File: src/rtl/key_event_classifier.sv
// key_event_classifier: turns debounced key edges into short-press, long-press and auto-repeat pulses.
// Auto-repeat is built only when KEY_REPEAT_EN is defined; otherwise repeat_pulse is tied low.
module key_event_classifier #(
  parameter int FREQ      = 50,
  parameter int LONG_MS   = 1000,
  parameter int REPEAT_MS = 200,
  parameter int N         = 32
) (
  input  logic clk,
  input  logic rst,
  input  logic key_level,
  input  logic key_press,
  input  logic key_release,
  output logic short_press,
  output logic long_press,
  output logic repeat_pulse,
  output logic key_held
);
  localparam logic [N-1:0] TICK_END = N'(FREQ * 1000 - 1);
  localparam logic [N-1:0] LONG_END = N'(LONG_MS - 1);
`ifdef KEY_REPEAT_EN
  localparam logic [N-1:0] REP_END = N'(REPEAT_MS - 1);
  localparam bit REP_EN = 1'b1;
`else
  localparam bit REP_EN = 1'b0;
`endif

  typedef enum logic [1:0] {IDLE, PRESS, HOLD} state_t;

  state_t       state_q, state_d;
  logic [N-1:0] cyc_q, cyc_d, ms_q, ms_d;
  logic         short_d, long_d, rep_d, adv;
  logic         tick, long_hit, rep_hit;

  assign tick     = cyc_q == TICK_END;
  assign long_hit = tick && ms_q == LONG_END;
`ifdef KEY_REPEAT_EN
  assign rep_hit  = tick && ms_q == REP_END;
`else
  assign rep_hit  = 1'b0;
`endif

  // Release beats level-based abort, which beats any threshold on the same edge.
  always_comb begin
    state_d = state_q;
    short_d = 1'b0;
    long_d  = 1'b0;
    rep_d   = 1'b0;
    adv     = 1'b0;
    case (state_q)
      IDLE: if (key_press) state_d = PRESS;
      PRESS:
        if (key_release) begin
          state_d = IDLE;
          short_d = 1'b1;
        end else if (key_level) state_d = IDLE;
        else if (long_hit) begin
          state_d = HOLD;
          long_d  = 1'b1;
        end else adv = 1'b1;
      HOLD:
        if (key_release || key_level) state_d = IDLE;
        else if (rep_hit) rep_d = 1'b1;
        else adv = REP_EN;
      default: state_d = IDLE;
    endcase
    cyc_d = adv ? (tick ? '0 : cyc_q + N'(1)) : '0;
    ms_d  = adv ? (tick ? ms_q + N'(1) : ms_q) : '0;
  end

  always_ff @(posedge clk or negedge rst) begin
    if (!rst) begin
      state_q      <= IDLE;
      cyc_q        <= '0;
      ms_q         <= '0;
      short_press  <= 1'b0;
      long_press   <= 1'b0;
      repeat_pulse <= 1'b0;
      key_held     <= 1'b0;
    end else begin
      state_q      <= state_d;
      cyc_q        <= cyc_d;
      ms_q         <= ms_d;
      short_press  <= short_d;
      long_press   <= long_d;
      repeat_pulse <= rep_d;
      key_held     <= state_d != IDLE;
    end
  end
endmodule

File: config.mk
export PLATFORM = sky130hd
export DESIGN_NAME = key_event_classifier
export DESIGN_NICKNAME = d
export VERILOG_FILES = /design/src/rtl/key_event_classifier.sv
export SDC_FILE = /design/constraint.sdc
export NUM_CORES = 1
export LEC_CHECK = 0
export BUFFER_PORTS_ARGS = -buffer_cell sky130_fd_sc_hd__buf_2
export CELL_PAD_IN_SITES_DETAIL_PLACEMENT = 0
export CELL_PAD_IN_SITES_GLOBAL_PLACEMENT = 1
export CORE_MARGIN = 2
export CORE_UTILIZATION = 52
export CTS_CLUSTER_DIAMETER = 30
export DETAILED_ROUTE_END_ITERATION = 10
export PLACE_DENSITY_LB_ADDON = 0.1
export SETUP_SLACK_MARGIN = 0.02
export SYNTH_ARGS = -nofsm -noshare
export SYNTH_HDL_FRONTEND = slang
export SYNTH_SLANG_ARGS = --single-unit
File: constraint.sdc
create_clock -name clk -period 5.05 [get_ports clk]
set_input_delay 1.2625 -clock clk [delete_from_list [all_inputs] [get_ports clk]]
set_output_delay 1.2625 -clock clk [all_outputs]
set_load 0.01 [all_outputs]
==> results of run 1 <==
==> routing by layer <==
layer	share of wire [%]	routed length (um)
met5	0	0
met1	45	3610
met2	51	4090
met4	1.9	152
met3	2.8	228
==> state kept, by name, summed over array words and instances (netlist names) <==
name         flops
state_q          2
short_press      1
key_held         1
cyc_q           32
long_press       1
ms_q            32
==> logic make-up (layout without fill, tap and decap cells) <==
family          Yosys count  after routing
flops                    69             69
buf+inv                  22             36
fa+ha+maj                 2              2
compound gates           64             64
simple gates            198            198
other cells               1              1
xor+xnor                 33             33
==> synth_stat cells, types with 7 or more instances <==
cell,number
sky130_fd_sc_hd__dfrtp_1,69
sky130_fd_sc_hd__nor2_1,42
sky130_fd_sc_hd__nand2_1,29
sky130_fd_sc_hd__a21oi_1,28
sky130_fd_sc_hd__nand4_1,25
sky130_fd_sc_hd__nand3_1,21
sky130_fd_sc_hd__xor2_1,21
sky130_fd_sc_hd__o21ai_0,15
sky130_fd_sc_hd__o31ai_1,15
sky130_fd_sc_hd__or4_1,14
sky130_fd_sc_hd__xnor2_1,12
sky130_fd_sc_hd__inv_1,11
sky130_fd_sc_hd__or3_1,11
sky130_fd_sc_hd__nor3_1,9
sky130_fd_sc_hd__and3_1,7
sky130_fd_sc_hd__nor4_1,7
==> worst max-delay path: cells and delay by family (launching register included) <==
kind | cells | cell delay [ns]
and+or+nand+nor | 3 | 1.26
AOI/OAI and AO/OA | 2 | 1.15
DFF | 1 | 0.44
==> worst max path at each step <==
stage | endpoint | cells past startpoint
final | state_q[0] | 5
after global routing | state_q[0] | 5
after CTS | state_q[0] | 5
after detailed placement | ms_q[14] | 6
after global placement | ms_q[7] | 6
after floorplan | ms_q[13] | 6
==> cell type report <==
class / count / share of cell area [%]
clock buffer: 10 / 3.19
clock inverter: 6 / 2.78
inverter: 11 / 1.03
multi-input combinational: 298 / 45.6
sequential: 69 / 43.1
tap: 96 / 3.00
timing repair buffer: 9 / 1.25
==> through the flow <==
step | std cells | power (mW) | instance area, sq um | setup WS [ns] | hold WS (ns)
2_1_floorplan | 389 | 0.583 | 3650 | 2.74 | 0.455
3_3_place_gp | 483 | 0.601 | 3770 | 1.92 | 0.474
3_5_place_dp | 483 | 0.601 | 3770 | 1.86 | 0.480
4_1_cts | 499 | 1.15 | 4010 | 2.04 | 0.489
5_1_grt | 499 | 1.18 | 4010 | 1.86 | 0.534
6_report | 499 | 1.14 | 4010 | 2.02 | 0.487
==> report_power, final <==
| group | internal, mW | total (mW) | switching [mW] | leakage, nW |
|---|---|---|---|---|
| clock network | 0.328 | 0.548 | 0.220 | 0.116 |
| registers | 0.555 | 0.556 | 0.00140 | 0.960 |
| logic | 0.00594 | 0.0326 | 0.0267 | 0.373 |
| total | 0.889 | 1.14 | 0.248 | 1.45 |
==> impl_metrics.py, run 1 <==
metrics = {
    "yosys": {
        "synthesis.nets": 396,
        "postSynth.asyncResetShare_pct": 100,
        "synthXorXnorAreaFrac_pct": 7.92,
        "synth.mux.area_fraction_pct": 0,
        "synth.cell_area_sq_mm": 0.00365,
        "post_synth_main_area_contributors": "sky130_fd_sc_hd__dfrtp_1 47%, sky130_fd_sc_hd__xor2_1 5.0%, sky130_fd_sc_hd__nor2_1 4.3%",
        "yosysTopAreaCell": "sky130_fd_sc_hd__dfrtp_1",
        "ys_ff_latch": 69,
        "ys_warn_count": 0,
        "synth_top_area_share_pct": 47.3,
        "yosysUniqueCellTypes": 40,
        "synth-compound-area-share_pct": 10.2,
        "dominant_combinational_cell_family_by_area_after_synthesis": "simple AND/OR/NAND/NOR gates",
        "syn_avg_cell_area_sq_um": 9.38,
        "synth_top_flop_cell": "sky130_fd_sc_hd__dfrtp_1",
        "syn_inst": 389,
        "synth-simple-area-share_pct": 31.1,
        "synth_fa_ha_area_share_pct": 0.686,
        "synth-edff-count": 0,
        "yosysSeqAreaShare_pct": 47.3,
    },
    "layout": {
        "layout.filler_cells": 569,
        "area_occupied_by_multi_input_gates_sq_mm": 0.00183,
        "utilization_pct": 59.0,
        "drive_above_1_share_pct": 8.93,
        "n_antenna_cell": 0,
        "most_common_cell_after_layout_fill_and_taps_aside": "sky130_fd_sc_hd__dfrtp_1",
        "regArea_sq_mm": 0.00173,
        "finalNetCount": 405,
        "layout_common_cells": "69 x sky130_fd_sc_hd__dfrtp_1, 42 x sky130_fd_sc_hd__nor2_1, 29 x sky130_fd_sc_hd__nand2_1",
        "area_growth_from_synthesis_to_final_layout_pct": 9.77,
    },
    "clocking": {
        "clkTransAtPathRegs_ns": 0.08,
        "worstSkewPairLatency_ns": 0.35,
        "clockBufferDepth": 2,
        "cts.sink_count": 69,
        "tritoncts": "built",
        "clk_tree_root_cell": "sky130_fd_sc_hd__clkbuf_8",
        "cts.htree.levels": 3,
        "post_cts.repair.setup_buffers": 0,
        "post_cts_sizing": 0,
        "cts_hold_repair.buffers": 0,
        "number_of_buffers_created_by_cts": 9,
    },
    "drt": {
        "wire_per_inst_um": 16.2,
        "drt_iter0_markers": 209,
        "post-route-drc-count": 0,
        "detail_route.vias_per_cell": 5.91,
        "dr.pass1.iters": 4,
        "route.vias.total": 2951,
        "ant_nets": 0,
        "postRouteWirelength_um": 8080,
    },
    "worst_setup_path": {
        "rr_worst_depth": 5,
        "critical_path.max_fanout": 32,
        "worstSetupStartpointType": "register",
        "worst-r2r-setup-slack_ns": 2.02,
        "timing.critical_path.from": "cyc_q[28]",
        "timing.critical_path.arrival_ns": 3.20,
        "crit_slowest_cell": "sky130_fd_sc_hd__a21o_1",
        "cp_required_ns": 5.21,
        "crit_chain": "nor4_2 > nand4_1 > nor3_1 > a21o_1 > o21ai_0",
        "worstSetupEndpointType": "register",
        "r2r_end": "state_q[0]",
        "critical_path.reg2reg.startpoint": "cyc_q[28]",
        "critical_path.max_stage_delay_ns": 0.88,
        "worst-setup-path-type": "register to register",
    },
    "global_route": {
        "grt_usage_pct": 23.5,
        "grt_pass1_vias": 2953,
        "grt_first_pass_wirelength_um": 14000,
        "antenna_violations_before_repair": 0,
        "grt_max_degree": 37,
        "met2_track_utilization_from_global_routing_pct": 39.5,
        "gr-usage-met1_pct": 29.7,
        "grtUsageMet3_pct": 3.68,
        "global_route.overflow_total": 0,
        "most_crowded_layer_after_global_routing": "met2",
    },
    "sta": {
        "timing.final.hold_violations": 0,
        "max-slew-margin-rel_pct": 15.9,
        "timing.final.setup_violations": 0,
        "tightestPinTransition_ns": 1.26,
        "setup_tns_final_ns": 0,
        "grt_setup_unrepaired": "no",
        "finClkSkew_ns": 0.00952,
        "post-route-period-util_pct": 60.1,
        "maxClockFrequency_ghz": 0.330,
        "final_max_slew_viol_count": 0,
        "min_period_ns": 3.03,
    },
    "placed_design": {
        "gp_congestion": 0.764,
        "io_buffer_count": 7,
        "dpl.hpwl_um": 5350,
    },
    "floorplanning": {
        "top_level_ports": 9,
        "row_count": 30,
        "fp.dieH_um": 87.8,
        "die_width_um": 87.8,
        "initial_core_util_pct": 53.7,
        "coreArea_sq_mm": 0.00679,
        "dieArea_sq_mm": 0.00770,
    },
    "flow_run": {
        "drv_cap": 0,
    },
    "power_and_ir_drop": {
        "worst_ir_drop_vdd_mv": 0.170,
        "power.leakage_nw": 1.45,
        "pwr_density_mw_per_mm2": 284,
    },
    "worst_hold_path": {
        "hold_crit_path_type": "register to register",
        "whs_endpoint": "cyc_q[0]",
        "hold_path_depth": 1,
        "hold_path.startpoint": "cyc_q[0]",
    },
    "run_status": {
        "result_of_the_run": "completed",
    },
}
Note: power is estimated with default switching activity, not from simulation.
==> run 2, diff against run 1 <==
--- a/config.mk
+++ b/config.mk
@@ -9,7 +9,7 @@
 export CELL_PAD_IN_SITES_DETAIL_PLACEMENT = 0
 export CELL_PAD_IN_SITES_GLOBAL_PLACEMENT = 1
 export CORE_MARGIN = 2
-export CORE_UTILIZATION = 52
+export CORE_UTILIZATION = 44
 export CTS_CLUSTER_DIAMETER = 30
 export DETAILED_ROUTE_END_ITERATION = 10
 export PLACE_DENSITY_LB_ADDON = 0.1
==> constraint.sdc (replaced) <==
create_clock -name clk -period 2.6 [get_ports clk]
set_input_delay 0.65 -clock clk [delete_from_list [all_inputs] [get_ports clk]]
set_output_delay 0.65 -clock clk [all_outputs]
set_load 0.01 [all_outputs]
==> run 2 against run 1 <==
Worst setup slack worse by 1.7 ns. Register-to-register slack worse by 1.7 ns. Critical path type unchanged. Fmax up 34%. Clock skew barely moved. Clock power grew 49%. Critical endpoint is now ms_q[26]. Routed wire length grew 2.5%.
==> impl_metrics.py, run 2 (synthesis results as in run 1) <==
metrics = {
    "power_and_ir_drop": {
        "pwr_density_mw_per_mm2": 483,
        "power_frac_seq_pct": 54.9,
        "worst_ir_drop_vdd_mv": 0.300,
        "power.leakage_nw": 1.50,
        "clock_power_share_pct": 41.4,
        "internal_mw": 1.52,
        "pwr-share-comb_pct": 3.7,
        "net_switching_mw": 0.451,
        "power_switching_share_pct": 22.9,
    },
    "drt": {
        "route.vias.total": 2980,
        "detail_route.vias_per_cell": 5.73,
        "drt_iter0_markers": 141,
        "ant_nets": 0,
        "post-route-drc-count": 0,
        "wire_per_inst_um": 15.9,
        "postRouteWirelength_um": 8280,
        "dr.pass1.iters": 4,
    },
    "worst_setup_path": {
        "cp.depth": 7,
        "worst-r2r-setup-slack_ns": 0.34,
        "worst-setup-path-type": "register to register",
        "critical_path.max_stage_delay_ns": 0.52,
        "cp_top_family": "simple AND/OR/NAND/NOR gates",
        "timing.critical_path.from": "cyc_q[0]",
        "cp_required_ns": 2.86,
        "worstSetupEndpointType": "register",
        "worstSetupEndpoint": "ms_q[26]",
        "rr_worst_depth": 7,
        "critical_path.reg2reg.startpoint": "cyc_q[0]",
        "crit_slowest_cell": "sky130_fd_sc_hd__or4_1",
        "timing.critical_path.arrival_ns": 2.52,
        "worstPathBufferInverterCount": 1,
        "critical_path.max_fanout": 25,
        "worstSetupStartpointType": "register",
        "crit_chain": "ha_1 > and3_1 > and4_1 > a21oi_2 > buf_4 > or4_1 > a21oi_1",
        "r2r_end": "ms_q[26]",
    },
    "clocking": {
        "clk_tree_root_cell": "sky130_fd_sc_hd__clkbuf_8",
        "cts_hold_repair.buffers": 0,
        "post_cts_sizing": 0,
        "number_of_buffers_created_by_cts": 9,
        "clkTransAtPathRegs_ns": 0.07,
        "cts.htree.levels": 3,
        "worstSkewPairLatency_ns": 0.34,
        "clockBufferDepth": 2,
        "cts.sink_count": 69,
        "post_cts.repair.setup_buffers": 0,
        "tritoncts": "built",
    },
    "sta": {
        "timing.final.hold_violations": 0,
        "setup_tns_final_ns": 0,
        "grt_setup_unrepaired": "no",
        "min_period_ns": 2.26,
        "final_max_slew_viol_count": 0,
        "hold_slack_ns": 0.316,
        "timing.final.setup_violations": 0,
        "final_critical_path_setup_slack_ns": 0.343,
        "post-route-period-util_pct": 86.8,
        "tightestPinTransition_ns": 0.531,
        "max-slew-margin-rel_pct": 64.3,
        "finClkSkew_ns": 0.00974,
        "maxClockFrequency_ghz": 0.443,
    },
    "floorplanning": {
        "initial_core_util_pct": 44.9,
        "fp.dieH_um": 95.1,
        "die_width_um": 95.1,
        "dieArea_sq_mm": 0.00904,
        "top_level_ports": 9,
        "coreArea_sq_mm": 0.00813,
        "row_count": 33,
    },
    "global_route": {
        "global_route.overflow_total": 0,
        "grt_pass1_vias": 2849,
        "grt_first_pass_wirelength_um": 14100,
        "grt_usage_pct": 20.0,
        "grt_max_degree": 70,
        "antenna_violations_before_repair": 0,
    },
    "layout": {
        "most_common_cell_after_layout_fill_and_taps_aside": "sky130_fd_sc_hd__dfrtp_1",
        "n_antenna_cell": 0,
        "layout.cells.non_filler": 520,
        "layout.filler_cells": 755,
        "drive_above_1_share_pct": 11.3,
        "utilization_pct": 50.1,
        "finalNetCount": 418,
        "biggestRegsByFlops": "cyc_q x32, ms_q x32, state_q x2",
        "layout_common_cells": "69 x sky130_fd_sc_hd__dfrtp_1, 42 x sky130_fd_sc_hd__nor2_1, 29 x sky130_fd_sc_hd__nand2_1",
        "area_growth_from_synthesis_to_final_layout_pct": 11.8,
    },
    "placed_design": {
        "io_buffer_count": 7,
        "dpl.hpwl_um": 5540,
        "detailedPlace.worstSlack_ns": 0.382,
        "placedCellCount": 505,
        "gp_congestion": 0.801,
    },
    "worst_hold_path": {
        "hold_crit_path_type": "input pin to asynchronous set/reset pin",
    },
    "run_status": {
        "result_of_the_run": "completed",
    },
    "flow_run": {
        "drv_cap": 0,
    },
}
==> run 2: cell count changes in the layout (fill, tap and decap cells not counted), sizes merged <==
cell      change
bufinv        -3
clkinvlp      -1
clkinv        -1
clkbuf        +4
buf          +13
==> run 2: area by class of cell <==
type | count | area (sq um) | area share, %
Clock inverter | 1 | 5.00 | 0.123
Clock buffer | 14 | 173 | 4.23
Timing Repair Buffer | 22 | 173 | 4.23
Inverter | 11 | 41.3 | 1.01
Multi-Input combinational cell | 298 | 1830 | 44.8
Tap cell | 105 | 131 | 3.22
Sequential cell | 69 | 1730 | 42.3
==> run 2: worst min-delay path by stage <==
stage / cells after the start / slack [ns] / to
floorplan: 0 / 0.35 / cyc_q[0]
global placement: 1 / 0.47 / cyc_q[0]
detailed placement: 1 / 0.49 / cyc_q[0]
CTS: 2 / 0.34 / ms_q[28]
global route: 2 / 0.34 / ms_q[29]
finish: 2 / 0.32 / ms_q[28]
==> run 2: per-stage QoR <==
step,cell area (sq um),power (mW)
2_1_floorplan,3650,1.13
3_5_place_dp,3900,1.18
3_3_place_gp,3900,1.18
6_report,4080,1.97
4_1_cts,4080,1.99
5_1_grt,4080,2.05
==> run 2: power groups by stage <==
stage | sequential [mW] | combinational (mW) | clock (mW)
after floorplan | 1.10 | 0.0291 | 0
after global placement | 1.10 | 0.0753 | 0
after detailed placement | 1.10 | 0.0755 | 0
after CTS | 1.08 | 0.0757 | 0.838
after global routing | 1.08 | 0.0833 | 0.881
final | 1.08 | 0.0728 | 0.814
==> run 2: per-layer routing <==
metal  share of wire, %  track usage [%]  up-vias
met3                2.7             3.24       10
met5                  0                0        -
met2                 43             29.7       40
met1                 53             30.3     1453
met4                1.2             5.68        0
li1                   -                -     1477
==> run 3, diff against run 2 <==
--- a/config.mk
+++ b/config.mk
@@ -9,7 +9,7 @@
 export CELL_PAD_IN_SITES_DETAIL_PLACEMENT = 0
 export CELL_PAD_IN_SITES_GLOBAL_PLACEMENT = 1
 export CORE_MARGIN = 2
-export CORE_UTILIZATION = 44
+export CORE_UTILIZATION = 41
 export CTS_CLUSTER_DIAMETER = 30
 export DETAILED_ROUTE_END_ITERATION = 10
 export PLACE_DENSITY_LB_ADDON = 0.1
==> run 3 against run 2 <==
Combinational power grew 0.5%. Final cell count grew 0.58%. Sequential power is essentially flat. Clock skew shrank 0.0021 ns. Clock power grew 9.6%. Critical path depth is the same. Largest power group unchanged. Total power grew 4.0%. Fmax grew 1.4%. Critical endpoint is now ms_q[24]. Die area grew 7.0%. Highest routed layer unchanged. Register-to-register slack gained 0.03 ns. Global-route usage shrank 1.2 points. Design area grew 0.80%.
==> impl_metrics.py, run 3 (synthesis results as in run 1) <==
metrics = {
    "run_status": {
        "result_of_the_run": "completed",
    },
    "sta": {
        "timing.final.setup_violations": 0,
        "post-route-period-util_pct": 85.6,
        "final_max_slew_viol_count": 0,
        "final_critical_path_setup_slack_ns": 0.374,
        "finClkSkew_ns": 0.00768,
        "grt_setup_unrepaired": "no",
        "hold_slack_ns": 0.299,
        "setup_tns_final_ns": 0,
        "maxClockFrequency_ghz": 0.449,
        "timing.final.hold_violations": 0,
        "min_period_ns": 2.23,
    },
    "power_and_ir_drop": {
        "power.leakage_nw": 1.52,
        "net_switching_mw": 0.436,
        "power_frac_seq_pct": 52.8,
        "pwr_density_mw_per_mm2": 498,
        "pwr-share-comb_pct": 3.6,
        "finalPower_mw": 2.05,
        "power_switching_share_pct": 21.3,
        "worst_ir_drop_vdd_mv": 0.231,
        "internal_mw": 1.61,
        "clock_power_share_pct": 43.6,
    },
    "drt": {
        "drt_iter0_markers": 129,
        "wire_per_inst_um": 15.7,
        "ant_nets": 0,
        "detail_route.vias_per_cell": 5.55,
        "postRouteWirelength_um": 8210,
        "dr.pass1.iters": 4,
        "post-route-drc-count": 0,
        "route.vias.total": 2905,
    },
    "clocking": {
        "clockBufferDepth": 2,
        "tritoncts": "built",
        "cts_hold_repair.buffers": 0,
        "clk_tree_root_cell": "sky130_fd_sc_hd__clkbuf_8",
        "cts.htree.levels": 3,
        "number_of_buffers_created_by_cts": 9,
        "clkTransAtPathRegs_ns": 0.07,
        "post_cts_sizing": 0,
        "worstSkewPairLatency_ns": 0.34,
        "post_cts.repair.setup_buffers": 0,
        "cts.sink_count": 69,
    },
    "layout": {
        "n_antenna_cell": 0,
        "biggestRegsByFlops": "cyc_q x32, ms_q x32, state_q x2",
        "most_common_cell_after_layout_fill_and_taps_aside": "sky130_fd_sc_hd__dfrtp_1",
        "finalNetCount": 419,
        "layout_common_cells": "69 x sky130_fd_sc_hd__dfrtp_1, 42 x sky130_fd_sc_hd__nor2_1, 29 x sky130_fd_sc_hd__nand2_1",
        "area_growth_from_synthesis_to_final_layout_pct": 12.7,
        "drive_above_1_share_pct": 11.6,
        "utilization_pct": 47.4,
    },
    "global_route": {
        "grt_pass1_vias": 3016,
        "grt_first_pass_wirelength_um": 14600,
        "grt_max_degree": 70,
        "global_route.overflow_total": 0,
        "antenna_violations_before_repair": 0,
        "grt_usage_pct": 18.9,
    },
    "flow_run": {
        "drv_cap": 0,
    },
    "floorplanning": {
        "coreArea_sq_mm": 0.00868,
        "fp.dieH_um": 98.3,
        "dieArea_sq_mm": 0.00967,
        "top_level_ports": 9,
        "initial_core_util_pct": 42.0,
        "die_width_um": 98.3,
        "row_count": 34,
    },
    "worst_setup_path": {
        "worstSetupEndpointType": "register",
        "critical_path.max_fanout": 15,
        "worst-r2r-setup-slack_ns": 0.37,
        "cp_required_ns": 2.85,
        "timing.critical_path.arrival_ns": 2.48,
        "worst-setup-path-type": "register to register",
        "worstSetupStartpointType": "register",
    },
    "placed_design": {
        "io_buffer_count": 7,
        "dpl.hpwl_um": 5700,
        "gp_congestion": 0.770,
        "detailedPlace.worstSlack_ns": 0.400,
    },
    "worst_hold_path": {
        "hold_crit_path_type": "input pin to asynchronous set/reset pin",
    },
}
-- run 3: cell count changes in the layout (fill, tap and decap cells not counted) --
cell / previous run / this run
sky130_fd_sc_hd__clkbuf_1: 2 / 1
sky130_fd_sc_hd__bufinv_16: 0 / 1
sky130_fd_sc_hd__clkinv_2: 1 / 0
sky130_fd_sc_hd__buf_4: 13 / 14
-- run 3: power by group through the flow --
stage / logic, mW / clock network (mW) / registers (mW)
6_report: 0.0732 / 0.892 / 1.08
5_1_grt: 0.0840 / 0.973 / 1.08
4_1_cts: 0.0765 / 0.928 / 1.08
3_5_place_dp: 0.0763 / 0 / 1.10
3_3_place_gp: 0.0759 / 0 / 1.10
2_1_floorplan: 0.0291 / 0 / 1.10
-- run 3: layer usage --
| metal | part of all wire, % | global-route usage [%] |
|---|---|---|
| met5 | 0 | 0 |
| met4 | 2.1 | 7.06 |
| met1 | 47 | 23.3 |
| met2 | 49 | 32.4 |
| met3 | 1.8 | 4.08 |
-- run 3: metrics by stage --
stage          cells  instance area [sq um]
2_1_floorplan    389                   3650
3_3_place_gp     509                   3910
3_5_place_dp     509                   3910
4_1_cts          523                   4110
5_1_grt          523                   4110
6_report         523                   4110
-- run 3: worst paths after layout --
kind,from,endpoint,cells after the start
max in group asynchronous,rst,ms_q[9],2
max reg2reg,cyc_q[0],ms_q[24],7
max,cyc_q[0],ms_q[24],7
min in group clk,state_q[0],key_held,1
min,rst,short_press,2
min reg2reg,state_q[0],key_held,1
-- run 3: cell type report --
class	instances	area, sq um
Fill cell	876	4570
Timing Repair Buffer	23	180
Multi-Input combinational cell	298	1830
Clock inverter	1	30.0
Tap cell	108	135
Inverter	11	41.3
Clock buffer	13	169
Sequential cell	69	1730
-- run 3: critical path, cell delays in order (launching register included) --
cell	delay (ns)
sky130_fd_sc_hd__dfrtp_1	0.40
sky130_fd_sc_hd__ha_1	0.22
sky130_fd_sc_hd__and3_1	0.26
sky130_fd_sc_hd__and4_1	0.32
sky130_fd_sc_hd__a21oi_2	0.08
sky130_fd_sc_hd__buf_4	0.19
sky130_fd_sc_hd__or4_1	0.50
sky130_fd_sc_hd__a21oi_1	0.18
